**config.mk**
```make
export PLATFORM = sky130hd
export DESIGN_NAME = bp_fe_miss_ctrl
export DESIGN_NICKNAME = d
export VERILOG_FILES = /design/src/rtl/bp_fe_miss_ctrl.sv
export SDC_FILE = /design/constraint.sdc
export NUM_CORES = 1
export LEC_CHECK = 0
export CAP_MARGIN = 40
export CORE_ASPECT_RATIO = 2
export CORE_MARGIN = 10
export CORE_UTILIZATION = 35
export CTS_CLUSTER_SIZE = 16
export DETAILED_ROUTE_END_ITERATION = 7
export HOLD_SLACK_MARGIN = 0.1
export PLACE_DENSITY_LB_ADDON = 0.15
export SLEW_MARGIN = 0
export SYNTH_ARGS = -nofsm -noshare
export SYNTH_HDL_FRONTEND = slang
export SYNTH_SLANG_ARGS = --single-unit
```
**constraint.sdc**
```tcl
create_clock -name clk_i -period 4 [get_ports clk_i]
set_clock_uncertainty 0.2 [all_clocks]
set_input_delay 0.4 -clock clk_i [delete_from_list [all_inputs] [get_ports clk_i]]
set_output_delay 0.4 -clock clk_i [all_outputs]
set_load 0.005 [all_outputs]
```
**src/rtl/bp_fe_miss_ctrl.sv**
```systemverilog
// bp_fe_miss_ctrl: sequences one outstanding I-cache miss onto the LCE cache_req
// port. It sends the request, emits the way metadata one cycle after the
// handshake, then waits for the fill. A pc_gen poison either cancels an unissued
// request or drains an issued one. It also provides a done pulse, a sticky
// timeout flag and saturating perf counters. Every output is driven by a register.
module bp_fe_miss_ctrl #(
  parameter int req_width_p      = 64,
  parameter int meta_width_p     = 4,
  parameter int timeout_cycles_p = 1024,
  parameter int ctr_width_p      = 16
) (
  input  logic                    clk_i,
  input  logic                    reset_i,
  input  logic                    miss_v_i,
  input  logic [req_width_p-1:0]  miss_req_i,
  output logic                    miss_ready_o,
  input  logic                    meta_v_i,
  input  logic [meta_width_p-1:0] meta_i,
  input  logic                    poison_i,
  output logic [req_width_p-1:0]  cache_req_o,
  output logic                    cache_req_v_o,
  input  logic                    cache_req_ready_i,
  output logic [meta_width_p-1:0] cache_req_metadata_o,
  output logic                    cache_req_metadata_v_o,
  input  logic                    cache_req_complete_i,
  output logic                    busy_o,
  output logic                    miss_done_o,
  output logic                    timeout_o,
  output logic [ctr_width_p-1:0]  miss_count_o,
  output logic [ctr_width_p-1:0]  stall_count_o
);

  localparam int TW = (timeout_cycles_p > 1) ? $clog2(timeout_cycles_p) : 1;
  localparam logic [TW-1:0]          TMAX = TW'(timeout_cycles_p - 1);
  localparam logic [ctr_width_p-1:0] CMAX = '1;

  typedef enum logic [1:0] {IDLE, SEND, WAIT, DRAIN} state_e;

  state_e                  state_q;
  logic                    ready_q, busy_q, req_v_q, meta_v_q, done_q, timeout_q;
  logic                    accept_q;
  logic [req_width_p-1:0]  req_q;
  logic [meta_width_p-1:0] meta_q;
  logic [TW-1:0]           timer_q;
  logic [ctr_width_p-1:0]  miss_cnt_q, stall_cnt_q;

  // Miss FSM: state, registered outputs, metadata capture, timer and counters.
  always_ff @(posedge clk_i or posedge reset_i) begin
    if (reset_i) begin
      state_q     <= IDLE;
      ready_q     <= 1'b1;
      busy_q      <= 1'b0;
      req_v_q     <= 1'b0;
      meta_v_q    <= 1'b0;
      done_q      <= 1'b0;
      timeout_q   <= 1'b0;
      accept_q    <= 1'b0;
      req_q       <= '0;
      meta_q      <= '0;
      timer_q     <= '0;
      miss_cnt_q  <= '0;
      stall_cnt_q <= '0;
    end else begin
      done_q   <= 1'b0;
      meta_v_q <= 1'b0;
      accept_q <= 1'b0;
      if (busy_q && (stall_cnt_q != CMAX)) stall_cnt_q <= stall_cnt_q + 1'b1;
      // The metadata only arrives in the cycle right after the miss is accepted.
      if (accept_q && meta_v_i) meta_q <= meta_i;
      case (state_q)
        IDLE: begin
          if (miss_v_i && !poison_i) begin
            req_q    <= miss_req_i;
            accept_q <= 1'b1;
            ready_q  <= 1'b0;
            busy_q   <= 1'b1;
            req_v_q  <= 1'b1;
            state_q  <= SEND;
          end
        end
        SEND: begin
          if (cache_req_ready_i) begin
            if (miss_cnt_q != CMAX) miss_cnt_q <= miss_cnt_q + 1'b1;
            req_v_q  <= 1'b0;
            meta_v_q <= 1'b1;
            timer_q  <= '0;
            state_q  <= poison_i ? DRAIN : WAIT;
          end else if (poison_i) begin
            req_v_q <= 1'b0;
            busy_q  <= 1'b0;
            ready_q <= 1'b1;
            state_q <= IDLE;
          end
        end
        WAIT, DRAIN: begin
          if (timer_q == TMAX) timeout_q <= 1'b1;
          if (timer_q != TMAX) timer_q <= timer_q + 1'b1;
          if (cache_req_complete_i) begin
            done_q  <= (state_q == WAIT);
            busy_q  <= 1'b0;
            ready_q <= 1'b1;
            state_q <= IDLE;
          end else if (poison_i && (state_q == WAIT)) begin
            timer_q <= '0;
            state_q <= DRAIN;
          end
        end
        default: state_q <= IDLE;
      endcase
    end
  end

  assign miss_ready_o           = ready_q;
  assign cache_req_o            = req_q;
  assign cache_req_v_o          = req_v_q;
  assign cache_req_metadata_o   = meta_q;
  assign cache_req_metadata_v_o = meta_v_q;
  assign busy_o                 = busy_q;
  assign miss_done_o            = done_q;
  assign timeout_o              = timeout_q;
  assign miss_count_o           = miss_cnt_q;
  assign stall_count_o          = stall_cnt_q;

endmodule
```
==> impl_metrics.ini <==
[floorplan]
ioPinCount = 181
die_y_um = 191
die_w_um = 106
placementRows = 62
die_area_mm2 = 0.0202
core_mm2 = 0.0144
initial_core_util_pct = 35.8

[logic_synthesis]
synth.most_common_cell = dfrtp_1
synth-simple-area-share_pct = 11.7
synth_top_family_by_area = multiplexers
yosysUniqueCellTypes = 51
synth_fp_nets = 476
syn_inst = 398
synth_compound_area_share_pct = 6.88
synth_edf_count = 0
yosysTopAreaCell = dfrtp_1
synth-xor-area-share_pct = 4.27
synthAdderAreaFrac_pct = 0.732
syn_area_mm2 = 0.00513
yosys-top-cells-count = 118 x dfrtp_1, 71 x mux2_2, 25 x nand2_1
synth_seq_cells = 119
yosysTopAreaCellShare_pct = 57.5
synthArstFlopShare_pct = 100
muxShareOfSynthArea_pct = 16.2
syn_avg_cell_area_um2 = 12.9
synth_area_leaders = dfrtp_1 58%, mux2_2 16%, xnor2_1 2.4%
synth_top_flop_cell = dfrtp_1
seq_area_frac_synth_pct = 58.1
ys_warn_count = 0

[sta]
fin_crit_sh_pct = 53.0
grt_setup_unrepaired = no
setup-tns-final_ns = 0
hold_slack_ns = 0.258
setup_viol = 0
slew_violations = 0
slew_headroom_pct = 55.9
finalCriticalPeriod_ns = 2.12
worst_slew_pin_slew_ns = 0.662
max_freq_mhz = 471
final_hold_viol_count = 0

[critical_path]
cp-start-kind = input pin
cp_cell_sequence = clkdlybuf4s50_1, nand2b_1, nor3_4, buf_12, mux2_2
crit_buf_inv = 2
critPathMaxFanout = 63
r2r_start = stall_count_o[0]
arrival_ns = 2.21
cp_top_family = buffers and inverters
crit_path_end_kind = register
cp-startpoint = poison_i
cp_slowest_cell = clkdlybuf4s50_1
critical-path-max-stage-delay_ns = 0.50
crit_type = in2reg
cp.required_ns = 4.09

[grt]
grt_max_degree = 70
grt_pass1_wl_um = 23100
grt_overflow = 0
antenna_found_initial = 0
grt_pass1_vias = 4036
grt_usage_pct = 14.7

[placed_design]
gp_congestion = 0.813
numPortBuffers = 180
dp_hpwl_um = 11400

[outcome]
outcome = finished, final reports clean

[clock_network]
cts_made_buffers = 17
cts.clk_slew.worst_paths_ns = 0.06
clock-sinks = 119
post_cts_resized = 0
htree_num_levels = 4
cts_hold_buf = 0
postCtsSetupBuffers = 0
cts-root-buf = clkbuf_16
worstSkewPairLatency_ns = 0.41
tritoncts = done
clockBufferDepth = 2

[layout]
n_antenna_cell = 0
area_growth_pct = 51.5
fin_nets = 664
nFillCells = 1268
multiInputGateArea_mm2 = 0.00205
regArea_mm2 = 0.00298
postLayoutCoreUtil_pct = 54.2
drive_gt1_share_pct = 19.9

[power]
power_density_mw_per_mm2 = 699
ir_drop_mv = 0.371
p_total_w = 0.00544
p_leak_nw = 3.22

[drt]
vias = 3889
vias_per_cell = 4.92
drtIter0Drc = 104
wire_per_inst_um = 18.7
routed_wl_um = 14800
drt-pass1-iter-count = 4
drc_errors = 0
drtAntennaViolNets = 0

[min_path]
hold_class = in2async

[job]
max_cap_viol_count = 0
## layer usage
metal	global-route usage [%]	vias up	part of all wire, %
met5	0	-	0
met4	6.18	0	2.3
met3	4.25	20	4.8
met2	27.1	114	55
met1	14.8	1926	38
li1	-	1829	-
## through the flow
stage	setup slack [ns]	area (um2)	instances
final	1.88	7780	791
after global routing	1.74	7780	791
after CTS	1.87	7780	791
after detailed placement	1.46	7150	759
after global placement	1.52	7150	759
after floorplan	0.244	5130	398
## cells in the final DEF, fill, tap and decap left out, types with 3 or more instances in the layout
cell type        count
clkdlybuf4s50_1    180
dfrtp_1            118
mux2_2              71
nand2_1             25
nor2_1              19
clkbuf_16           17
a21oi_1             15
nand3_1             14
xnor2_1             14
nand4_1             13
xor2_1              11
inv_1                9
a31oi_1              6
and4_1               6
clkinvlp_4           6
o21ai_0              5
nand2b_1             4
a211oi_1             4
a41oi_1              4
bufinv_16            4
and3_1               3
a311oi_1             3
a21o_1               3
ha_1                 3
## state kept, by name, summed over array words and instances (netlist names)
register / cells
cache_req_metadata_v_o: 1
busy_o: 1
stall_count_o: 16
cache_req_v_o: 1
timeout_o: 1
cache_req_metadata_o: 4
state_q: 2
miss_done_o: 1
miss_ready_o: 1
timer_q: 10
miss_count_o: 16
accept_q: 1
cache_req_o: 64
## where the power goes
group	internal (W)	switching, W
logic	0.00120	0.000647
clock network	0.00104	0.000563
registers	0.00166	0.000327
total	0.00390	0.00154
## final timing paths
kind	cells after the start	to	slack (ns)
setup / recovery	5	cache_req_o[34]	1.88
hold / removal	2	cache_req_o[24]	0.26
setup reg to reg	5	stall_count_o[14]	1.88
hold reg to reg	1	timeout_o	0.27
max in group asynchronous	3	cache_req_o[32]	2.53
min in group clk_i	1	timeout_o	0.27
## layout make-up
class | instances | share of cell area, %
sequential | 119 | 38.3
multi-input combinational | 256 | 26.3
timing repair buffer | 182 | 23.7
clock buffer | 17 | 5.47
tap | 192 | 3.09
clock inverter | 15 | 2.59
inverter | 10 | 0.515
## cells by family after synthesis
kind of cell,after synthesis
mux,74
compound gates,50
flops,119
xor+xnor,25
buf+inv,23
simple gates,104
fa+ha+maj,3
(Power assumes the default switching activity.)
